--- config.mk ---
export PLATFORM = sky130hd
export DESIGN_NAME = scene_ctrl
export DESIGN_NICKNAME = d
export VERILOG_FILES = /design/src/rtl/game_pkg.sv /design/src/rtl/bcd_score_acc.sv /design/src/rtl/scene_ctrl.sv
export SDC_FILE = /design/constraint.sdc
export NUM_CORES = 1
export LEC_CHECK = 0
export CORE_ASPECT_RATIO = 1.1
export CORE_MARGIN = 10
export CORE_UTILIZATION = 56
export CTS_CLUSTER_DIAMETER = 40
export DETAILED_ROUTE_END_ITERATION = 7
export PLACE_DENSITY_LB_ADDON = 0.25
export REMOVE_ABC_BUFFERS = 1
export SYNTH_ARGS = -nofsm -noshare
export SYNTH_HDL_FRONTEND = slang
export SYNTH_SLANG_ARGS = --single-unit
--- constraint.sdc ---
create_clock -name clk_25m -period 8.6 [get_ports clk_25m]
set_input_delay 2.15 -clock clk_25m [delete_from_list [all_inputs] [get_ports clk_25m]]
set_output_delay 2.15 -clock clk_25m [all_outputs]
set_load 0.01 [all_outputs]
--- src/rtl/game_pkg.sv ---
// Shared scene encoding, life limit and
// binary-to-BCD helper for the game flow.
package game_pkg;

   typedef enum logic [1:0] {
      SCN_TITLE  = 2'b00,
      SCN_PLAY   = 2'b01,
      SCN_RESULT = 2'b10,
      SCN_OVER   = 2'b11
   } scene_e;

   localparam logic [1:0] MAX_LIFE = 2'd3;

   // 0..198 -> {hundreds, tens, ones}
   function automatic logic [11:0] to_bcd3(input logic [7:0] v);
      logic [7:0] r;
      logic [3:0] h;
      h = (v >= 8'd100) ? 4'd1 : 4'd0;
      r = (v >= 8'd100) ? v - 8'd100 : v;
      return {h, 4'(r / 8'd10), 4'(r % 8'd10)};
   endfunction

endpackage

--- src/rtl/bcd_score_acc.sv ---
// 4-digit BCD score accumulator; pins at
// 9999 instead of wrapping.
module bcd_score_acc
   import game_pkg::*;
(
   input  logic        clk_25m,
   input  logic        rst,
   input  logic        clr,
   input  logic        add_en,
   input  logic [11:0] addend,
   output logic [3:0]  score0,
   output logic [3:0]  score1,
   output logic [3:0]  score2,
   output logic [3:0]  score3
);

   logic [3:0][3:0] q;
   logic [3:0][3:0] add;
   logic [3:0][3:0] sum;
   logic [3:0][3:0] nxt;
   logic [4:0]      s;
   logic            c;

   // ripple-carry BCD add; carry out of the top digit saturates
   always_comb begin
      add = {4'd0, addend};
      sum = '0;
      s   = '0;
      c   = 1'b0;
      for (int i = 0; i < 4; i++) begin
         s = {1'b0, q[i]} + {1'b0, add[i]} + {4'd0, c};
         if (s > 5'd9) begin
            sum[i] = 4'(s - 5'd10);
            c      = 1'b1;
         end else begin
            sum[i] = s[3:0];
            c      = 1'b0;
         end
      end
      nxt = c ? 16'h9999 : sum;
   end

   // score register
   always_ff @(posedge clk_25m) begin
      if (rst || clr) begin
         q <= '0;
      end else if (add_en) begin
         q <= nxt;
      end
   end

   assign score0 = q[0];
   assign score1 = q[1];
   assign score2 = q[2];
   assign score3 = q[3];

endmodule

--- src/rtl/scene_ctrl.sv ---
// Game-flow controller: scene FSM, lives,
// invulnerability blink and BCD score.
module scene_ctrl
   import game_pkg::*;
#(
   parameter int INVULN_FRAMES = 60,
   parameter int RESULT_FRAMES = 300,
   parameter int ENM_PTS       = 1,
   parameter int BOSS_PTS      = 50
) (
   input  logic       clk_25m,
   input  logic       rst,
   input  logic       frame_tick,
   input  logic       start_btn,
   input  logic       player_hit,
   input  logic       enemy_kill,
   input  logic       boss_kill,
   output logic [1:0] scene,
   output logic [1:0] life,
   output logic [3:0] score0,
   output logic [3:0] score1,
   output logic [3:0] score2,
   output logic [3:0] score3,
   output logic       reimu_vis,
   output logic       game_rst
);

   localparam int IW0 = $clog2(INVULN_FRAMES + 1);
   localparam int IW  = (IW0 < 3) ? 3 : IW0;
   localparam int HW  = $clog2(RESULT_FRAMES + 1);

   scene_e        st_q, st_nx;
   logic [1:0]    life_q, life_nx;
   logic [IW-1:0] inv_q, inv_nx;
   logic [HW-1:0] hold_q, hold_nx;
   logic          vis_q, vis_nx;
   logic          grst_q, grst_nx;
   logic          start_q, arm_q;
   logic          st_edge, hit_ok, clr, add_en;
   logic [7:0]    pts;

   // arm_q masks the first cycle after reset so a held button is no edge
   assign st_edge = start_btn & ~start_q & arm_q;
   assign hit_ok  = player_hit & ~boss_kill & (inv_q == '0);
   assign add_en  = (st_q == SCN_PLAY) & (enemy_kill | boss_kill);
   assign pts     = (enemy_kill ? 8'(ENM_PTS)  : 8'd0)
                  + (boss_kill  ? 8'(BOSS_PTS) : 8'd0);

   // start-button edge detector
   always_ff @(posedge clk_25m) begin
      if (rst) begin
         start_q <= 1'b0;
         arm_q   <= 1'b0;
      end else begin
         start_q <= start_btn;
         arm_q   <= 1'b1;
      end
   end

   // next scene, lives, frame counters and output pulses
   always_comb begin
      st_nx   = st_q;
      life_nx = life_q;
      inv_nx  = inv_q;
      hold_nx = hold_q;
      grst_nx = 1'b0;
      clr     = 1'b0;
      unique case (st_q)
         SCN_TITLE: begin
            if (st_edge) begin
               st_nx   = SCN_PLAY;
               life_nx = MAX_LIFE;
               inv_nx  = '0;
               grst_nx = 1'b1;
               clr     = 1'b1;
            end
         end
         SCN_PLAY: begin
            if (frame_tick && inv_q != '0) begin
               inv_nx = inv_q - 1'b1;
            end
            if (boss_kill) begin
               st_nx   = SCN_RESULT;
               hold_nx = '0;
            end else if (hit_ok) begin
               life_nx = life_q - 2'd1;
               if (life_q == 2'd1) begin
                  st_nx   = SCN_OVER;
                  hold_nx = '0;
               end else begin
                  inv_nx = IW'(INVULN_FRAMES);
               end
            end
         end
         SCN_RESULT, SCN_OVER: begin
            if (st_edge) begin
               st_nx   = SCN_TITLE;
               grst_nx = 1'b1;
            end else if (frame_tick) begin
               hold_nx = HW'(hold_q + 1'b1);
               if (hold_nx == HW'(RESULT_FRAMES)) begin
                  st_nx   = SCN_TITLE;
                  grst_nx = 1'b1;
               end
            end
         end
         default: ;
      endcase
      vis_nx = (st_nx != SCN_PLAY) || (inv_nx == '0) || inv_nx[2];
   end

   // state and registered outputs
   always_ff @(posedge clk_25m) begin
      if (rst) begin
         st_q   <= SCN_TITLE;
         life_q <= MAX_LIFE;
         inv_q  <= '0;
         hold_q <= '0;
         vis_q  <= 1'b1;
         grst_q <= 1'b0;
      end else begin
         st_q   <= st_nx;
         life_q <= life_nx;
         inv_q  <= inv_nx;
         hold_q <= hold_nx;
         vis_q  <= vis_nx;
         grst_q <= grst_nx;
      end
   end

   bcd_score_acc u_score (
      .clk_25m (clk_25m),
      .rst     (rst),
      .clr     (clr),
      .add_en  (add_en),
      .addend  (to_bcd3(pts)),
      .score0  (score0),
      .score1  (score1),
      .score2  (score2),
      .score3  (score3)
   );

   assign scene     = st_q;
   assign life      = life_q;
   assign reimu_vis = vis_q;
   assign game_rst  = grst_q;

endmodule

# Word-level counts from Yosys, hierarchy flattened
# Index checks and enable logic that the tools add are counted.
# classes
addsub	15
n_div	2
order_cmp	5
n_eq_ne	13
muxes	44
bitwise	8
n_reduce_logical	13
# op_table
cell	n
$mux 9	5
$mux 6	6
$gt 5x4->1 const B	4
$mux 2	10
$pmux 9 s2	1
$mux 16	1
$mux 4	4
$sub 4x4->4 const B	4
$logic_not 6->1	2
$mux 1	12
$pmux 6 s2	1
$add 4x1->5	2
$add 4x4->5	2
$add 5x1->5	2
$ne 2x2->1 const B	5
$add 9x1->9 const B	1
$eq 9x9->1 const B	1
$div 8x4->8 const B	1
$mod 8x4->8 const B	1
$mux 8	1
$sub 7x7->8 const B	1
$add 1x6->7	1
$ge 7x7->1 const B	1
$pmux 2 s3	1
20 further kinds	30
# word_totals
reg_bits	39
inputBits	7

# Depth between registers and ports, before layout
# Gate-level depths: netlist of run 1.
# logic_depth
depth_word	18
depth_mapped	25
mapped_depth_nobuf	25

# By module
# From an unflattened synthesis of run 1, not the netlist that was laid out.
# unflattened
cells_unflattened	323
hier_area_um2	2683.8
# modules_own_cells
mod	n_inst	cells_per_inst	area_each_um2	seq_area_each_um2
scene_ctrl	1	168	1345.0	460.4
bcd_score_acc	1	155	1338.8	320.3

# Worst setup path after synthesis of run 1
# Ideal clock, no wire load.
# synth_timing
kind	input-to-reg
start	input enemy_kill
end	register u_score.q, in the netlist u_score.score0[3]
setup_time_ns	0.120
arrival_time_ns	6.773
t_required_ns	8.480
setup_slack_ns	1.706
cell_stages	25
cell_sequence	ha_1 > fa_1 > xnor2_1 > and2_1 > inv_1 > a21boi_1 > fa_1 > inv_1 > ha_1 > xor2_1 > nor2_1 > o21ai_0 > ha_1 > ha_1 > nor2_1 > a41oi_1 > o22a_1 > ha_1 > ha_1 > nand2b_1 > a31oi_1 > nor3_1 > nand2b_1 > a211oi_1 > nor2_1
# synth_between
elab_chain_len	18
elab_cells_between_ends	27
cone_classes	9 x add/sub; 2 x div; 5 x order compare; 9 x mux; 2 x bitwise
# synth_lines
item	line_no	rtl
from (decl)	scene_ctrl.sv:16	input logic enemy_kill,
$mux 1	scene_ctrl.sv:46	assign pts = (enemy_kill ? 8'(ENM_PTS) : 8'd0)
$add 1x6->7	scene_ctrl.sv:47	+ (boss_kill ? 8'(BOSS_PTS) : 8'd0);
$sub 7x7->8 or $ge 7x7->1 (tied branches)	game_pkg.sv:19, game_pkg.sv:18	
$mux 8	game_pkg.sv:19	r = (v >= 8'd100) ? v - 8'd100 : v;
$mod 8x4->8	game_pkg.sv:20	return {h, 4'(r / 8'd10), 4'(r % 8'd10)};
$add 4x4->5	bcd_score_acc.sv:31	s = {1'b0, q[i]} + {1'b0, add[i]} + {4'd0, c};
$gt 5x4->1	bcd_score_acc.sv:32	if (s > 5'd9) begin
$mux 1	bcd_score_acc.sv:32	
(+2 left out)	-	
$mux 1	bcd_score_acc.sv:32	
$add 5x1->5	bcd_score_acc.sv:31	
$gt 5x4->1	bcd_score_acc.sv:32	
$mux 1	bcd_score_acc.sv:32	
$add 4x1->5	bcd_score_acc.sv:31	
$gt 5x4->1	bcd_score_acc.sv:32	
$mux 1	bcd_score_acc.sv:32	
$mux 16	bcd_score_acc.sv:40	nxt = c ? 16'h9999 : sum;
to (signal assigned)	bcd_score_acc.sv:48	q <= nxt;
to (decl)	bcd_score_acc.sv:17	logic [3:0][3:0] q;
# Several ways; a longest one is shown, not always the timed one.
# A chain may end at the register's enable or synchronous reset.

# Final worst setup path of run 1
# layout_timing
start	input enemy_kill
end	register u_score.q, in the netlist u_score.score2[2]
# The elaborated chain is that of the path after synthesis.

==> run metrics, run 1 <==
hold_sp=inv_q[0]; I/O Buffers=28; Design Area, Final=roughly 2800 sq um; die boundary height=roughly 90 um; CP max-delay cell=clkdlybuf4s50_1; Final Slew Violations=0; Post-CTS Hold Buffers=0; Detail Placement HPWL=about 4.3 mm; GRT Overall Usage=0.164; routed wire length=approximately 5.6 mm; CTS-repair resized insts=0; Avg WL per Cell=~15 um; Hold Path Class=register to register; # IOs=29; Net Sw Frac=0.278; Die ar.=7370 sq um; 1st-pass router iterations=4; final setup TNS=0 ps; Crit path largest cell delay=~450 ps; Setup Skew=approximately 8.4 ps; row cnt=25; YS warnings=0; CTS root buf=clkbuf_8; Worst Path Buf+Inv=4; n_diodes=0; Power Density=roughly 130 nW/um^2; synthesized instance count=between 200 and 300; crit-path leading delay family=adder cells; endpoints failing setup=0; run status=complete, no violations; Seq/Total Area, Yosys=0.322; htree depth=2; Initial Util=0.570; critical path type=input port to register; Critical Path End Type=register; Seq cells post-synth=39; fmax=0.129 GHz; min Tclk post-route=between 7000 and 8000 ps; clock-pin slew on the worst setup and hold paths=roughly 80 ps; Die Width=between 80 and 90 um; Comb power frac=0.165; first-pass GRT wire length=9.76 mm; GRT met2 Usage=0.275; Yosys cell types=56; Final Cycle Share=0.900; Hold Slack=512 ps; cell mode on critical path=ha_1; Top FF cell, synth=dfxtp_1; Post-route DRC=0; Worst Setup Start Kind=input port; grt total ovfl=0; FF-to-FF End=u_score.score2[2]; 1st-iter DRT viols=141; Avg Cell Area, Syn=between 8 and 9 sq um; TritonCTS clock tree=yes; core area=4250 sq um; Psw=approximately 100 uW; Post-DRT Antenna Nets=0; total CTS buffers=5; Cell Int Power=roughly 270 uW; clock network fraction of total power=0.325; placed cell areas=roughly 2700 sq um; Max VDD drop=approximately 0.10 mV; Worst-Margin Slew=slightly above 800 ps; Syn Std Cell Area=approximately 2400 sq um; hold path depth=2; vias in the first global route=~2200; vias per inst=5.88; r2r setup slk=roughly 2900 ps; Final Net Count=roughly 350; initial antenna violation count=0; Synth async-reset ratio=0; grt peak-use layer=met2; Post-synth EDFFs=0; routability cong.=0.824; Clock Latency Late Sink=roughly 290 ps; final hold violation count=0; Pwr Total=between 300 and 400 uW; post-CTS setup buffer count=0; required time worst endpoint=~8800 ps; Rel. slew slack=0.452; worst path arrival time=about 8000 ps; largest net degree at the start of global routing=23; share of cells above drive strength 1=0.0459; GRT met3 Usage=0.0483; Longest Clk Path Bufs=2; area grow syn2layout=16.2%; Lkg Pwr=around 0.0011 uW; Max Cap Violations=0; M1 GR Usage=0.188; cells on worst reg2reg path=25; Hold Path Sink=inv_q[0]; worst-path fanout max=5; RSZ-0062 raised after global routing=no; via count=about 2200; Reg-to-Reg Start=u_score.score0[0]; Flop pwr share=0.510; CTS Sinks=39
## state kept, by name (all words and copies together) (netlist names), 2 cells and up
signal / flops
u_score.score3: 4
life: 2
u_score.score1: 4
inv_q: 6
hold_q: 9
scene: 2
u_score.score2: 4
u_score.score0: 4
## synth_stat cells, types with 3 or more instances
cell | instances | area share
nor2b_1 | 3 | 0.0077
nand2b_1 | 3 | 0.0077
a41oi_1 | 3 | 0.011
and3_1 | 6 | 0.015
nand2_1 | 17 | 0.026
nand3b_1 | 5 | 0.015
a21o_1 | 5 | 0.015
dfxtp_1 | 39 | 0.32
inv_1 | 18 | 0.028
buf_2 | 4 | 0.0083
a22oi_1 | 4 | 0.012
nor2_1 | 35 | 0.054
ha_1 | 17 | 0.088
o221a_2 | 3 | 0.014
clkbuf_1 | 5 | 0.0077
mux2i_1 | 3 | 0.012
o21ai_0 | 20 | 0.041
xnor2_1 | 10 | 0.036
a31oi_1 | 10 | 0.026
nand3_1 | 9 | 0.019
a21oi_1 | 19 | 0.039
nor3_1 | 10 | 0.021
a22o_1 | 4 | 0.014
nor3b_1 | 3 | 0.0093
a211oi_1 | 4 | 0.012
## kinds of logic after synthesis
logic type                 Yosys count  share of synthesized area
other                                1                    0.00155
muxes                                3                     0.0124
xor gates and xnor gates            12                     0.0433
DFF                                 39                      0.322
and+or+nand+nor                    109                      0.233
buffers and inverters               28                     0.0469
AOI/OAI and AO/OA                   87                      0.237
adders and majority gates           19                      0.104
## stage by stage
stage                     utilization  cells  setup WS (ps)
after floorplan                     -    291           1690
after global placement          0.644    373            823
after detailed placement        0.644    373            577
after CTS                       0.663    381            855
after global routing            0.663    381            395
final                           0.663    381            863
## layer usage
metal	wire length [um]	vias to the layer above
met5	0	-
met4	104	0
met3	323	10
met2	2640	47
met1	2510	1043
li1	-	1140
## cell usage in the layout (no fill, tap or decap), types with 2 or more instances in the layout
| master | netlist | layout |
|---|---|---|
| nor2b_1 | 3 | 3 |
| o21a_1 | 2 | 2 |
| ha_1 | 17 | 17 |
| clkbuf_1 | 5 | 2 |
| dfxtp_1 | 39 | 39 |
| nand2b_1 | 3 | 3 |
| nand4_1 | 2 | 2 |
| xnor2_1 | 10 | 10 |
| clkdlybuf4s50_1 | 0 | 28 |
| nor3_1 | 10 | 10 |
| or3_1 | 2 | 2 |
| or2_2 | 2 | 2 |
| inv_1 | 18 | 18 |
| a21o_1 | 5 | 5 |
| clkbuf_8 | 0 | 5 |
| a31oi_1 | 10 | 10 |
| a22o_1 | 4 | 4 |
| and2_1 | 2 | 2 |
| nand3b_1 | 5 | 5 |
| o21ai_0 | 20 | 20 |
| nor4_1 | 2 | 2 |
| and3_1 | 6 | 6 |
| mux2i_1 | 3 | 3 |
| o221a_2 | 3 | 3 |
| a41oi_1 | 3 | 3 |
| nor2_1 | 35 | 35 |
| a21oi_1 | 19 | 19 |
| nand2_1 | 17 | 17 |
| nand3_1 | 9 | 9 |
| a22oi_1 | 4 | 4 |
| a211oi_1 | 4 | 4 |
| nor3b_1 | 3 | 3 |
| fa_1 | 2 | 2 |
| xor2_1 | 2 | 2 |
| conb_1 | 1 | 4 |
## how the worst max path moves through the flow
stage               startpoint           endpoint  slack [ps]  depth (start not counted)
CTS                 enemy_kill  u_score.score2[2]         860                         26
global placement    enemy_kill  u_score.score0[3]         820                         26
global route        enemy_kill  u_score.score0[3]         390                         26
finish              enemy_kill  u_score.score2[2]         860                         26
detailed placement  enemy_kill  u_score.score2[2]         580                         26
floorplan           enemy_kill  u_score.score0[3]        1690                         25
## power groups by stage
stage | Combinational, uW | Clock (uW) | Sequential, uW
after floorplan | 38.4 | 0 | 194
after global placement | 59.9 | 0 | 194
after detailed placement | 60.5 | 0 | 194
after CTS | 61.0 | 124 | 190
after global routing | 68.7 | 133 | 190
final | 61.2 | 121 | 190
## layout make-up
cell class	instances	area (sq um)
clock buffers	7	76.3
clock inverters	1	5.00
inverters	18	67.6
repair buffers	28	280
multi-input cells	234	1540
flip-flops and latches	39	781
fillers	392	1430
well taps	54	67.6
## worst min-delay path, stage by stage (launching register included)
cell	delay (ps)
dfxtp_1	350
nand2_1	70
a21oi_1	50
Power figures use the tool's default switching activity.
==> run 2, diff against run 1 <==
- CORE_MARGIN: 10 -> default
- CTS_CLUSTER_DIAMETER: 40 -> 30
==> run metrics, run 2 (synthesis results as in run 1) <==
Setup Skew=5.38 ps (-3.00 ps); Clock Latency Late Sink=290 ps (about the same); final setup TNS=0 ps (unchanged); grt total ovfl=0 (unchanged); run status=complete, no violations; placed cell areas=2740 sq um (about the same); Lkg Pwr=0.00113 uW (+0.83%); Final Cycle Share=0.910 (+0.0108); worst path arrival time=8070 ps (+90 ps); Longest Clk Path Bufs=2 (unchanged); Worst-Margin Slew=820 ps (+0.218 ps); vias per inst=5.99 (+1.9%); total CTS buffers=5 (unchanged); die boundary height=71.0 um (-20%); I/O Buffers=28 (unchanged); required time worst endpoint=8840 ps (about the same); TritonCTS clock tree=yes; Critical Path End Type=register; first-pass GRT wire length=9.26 mm (-5.2%); Hold Path Class=register to register; Rel. slew slack=0.451 (about the same); CTS Sinks=39 (unchanged); core area=4050 sq um (-4.7%); worst-path fanout max=5 (unchanged); Avg WL per Cell=14.3 um (-2.4%); FF-to-FF End=u_score.score2[2]; Worst Setup Start Kind=input port; endpoints failing setup=0 (unchanged); cells on worst reg2reg path=25 (unchanged); CTS root buf=clkbuf_8; Layout Utilization=0.700 (+0.0367); area grow syn2layout=16.9%; post-CTS setup buffer count=0 (unchanged); hold_sp=u_score.score2[1]; vias in the first global route=2116 (-3.2%); Post-CTS Hold Buffers=0 (unchanged); Final Net Count=352 (unchanged); critical path type=input port to register; Largest register FFs=9 (unchanged); hold path depth=2 (unchanged); Post-route DRC=0 (unchanged); routed wire length=5.41 mm (-3.0%); final hold violation count=0 (unchanged); 1st-pass router iterations=4 (unchanged); Detail Placement HPWL=3.91 mm (-8.1%); clock-pin slew on the worst setup and hold paths=70 ps (about the same); commonest non-fill, non-tap cells in the layout=39 x dfxtp_1, 35 x nor2_1, 28 x clkdlybuf4s50_1, 20 x o21ai_0, 19 x a21oi_1; Initial Util=0.598 (+0.0282); routability cong.=0.847 (+2.8%); n_diodes=0 (unchanged); GRT Overall Usage=0.255 (+0.0911); most common cell after layout, fill and taps aside=dfxtp_1; Hold Path Sink=u_score.score2[1]; r2r setup slk=2800 ps (-80 ps); Die ar.=4600 sq um (-38%); CTS-repair resized insts=0 (unchanged); min Tclk post-route=7830 ps (+92.8 ps); Max Cap Violations=0 (unchanged); row cnt=24 (-4.0%); Reg-to-Reg Start=u_score.score0[0]; Die Width=64.8 um (-22%); htree depth=2 (unchanged); Power Density=137 nW/um^2 (+4.0%); Top Registers=hold_q: 9 flops, inv_q: 6 flops; RSZ-0062 raised after global routing=no; 1st-iter DRT viols=172 (+22%); Final Slew Violations=0 (unchanged); initial antenna violation count=0 (unchanged); via count=2270 (+1.3%); largest reg by FF count=hold_q; # IOs=29 (unchanged); Design Area, Final=2840 sq um (+0.58%); share of cells above drive strength 1=0.0489 (+0.00306); Post-DRT Antenna Nets=0 (unchanged); largest net degree at the start of global routing=23 (unchanged); Max VDD drop=0.0967 mV (-6.0%); fmax=0.128 GHz (-1.2%)
## run 2: final cells by class
class                           instances  area [sq um]
Clock buffer                            8           100
Fill cell                             329          1220
Inverter                               18          67.6
Multi-Input combinational cell        234          1540
Sequential cell                        39           781
Tap cell                               52          65.1
Timing Repair Buffer                   28           280
## run 2: worst max path at each step
stage | startpoint | to | slack [ps] | depth (start not counted)
2_1_floorplan | enemy_kill | u_score.score0[3] | 1690 | 25
6_report | enemy_kill | u_score.score2[2] | 770 | 26
3_3_place_gp | enemy_kill | u_score.score2[2] | 820 | 26
4_1_cts | enemy_kill | u_score.score2[2] | 810 | 26
5_1_grt | enemy_kill | u_score.score2[2] | 350 | 26
3_5_place_dp | enemy_kill | u_score.score2[2] | 560 | 26
## run 2: report_power, final
group	internal, uW	switching (uW)
registers	185	4.90
logic	26.5	35.0
clock network	73.2	63.9
total	284	104
## run 2: per-stage QoR
step                hold slack (ps)  worst slack, ps  power (uW)  instances
floorplan                       472             1690         232        291
global placement                502              816         253        371
detailed placement              512              558         254        371
CTS                             524              814         391        379
global route                    556              354         405        379
finish                          525              770         388        379
## run 2: critical path: stages
cell and delay (ps):
clkdlybuf4s50_1 450, ha_1 240, fa_1 420, xnor2_1 290, and2_1 220, inv_1 50, a21boi_1 260, fa_1 240
inv_1 50, ha_1 200, xor2_1 280, nor2_1 80, o21ai_0 370, ha_1 280, ha_1 290, inv_1 140
a31oi_1 100, o22a_1 250, ha_1 260, ha_1 310, nand2b_1 150, a31oi_1 160, nor3_1 70, nand2b_1 250
nor2_1 310, a22o_1 190
## run 2: metal layers
metal	track usage	up-vias	wire length, um
li1	-	1135	-
met1	0.306	1048	2400
met2	0.427	71	2640
met3	0.0500	16	243
met4	0.128	0	128
met5	0	-	0
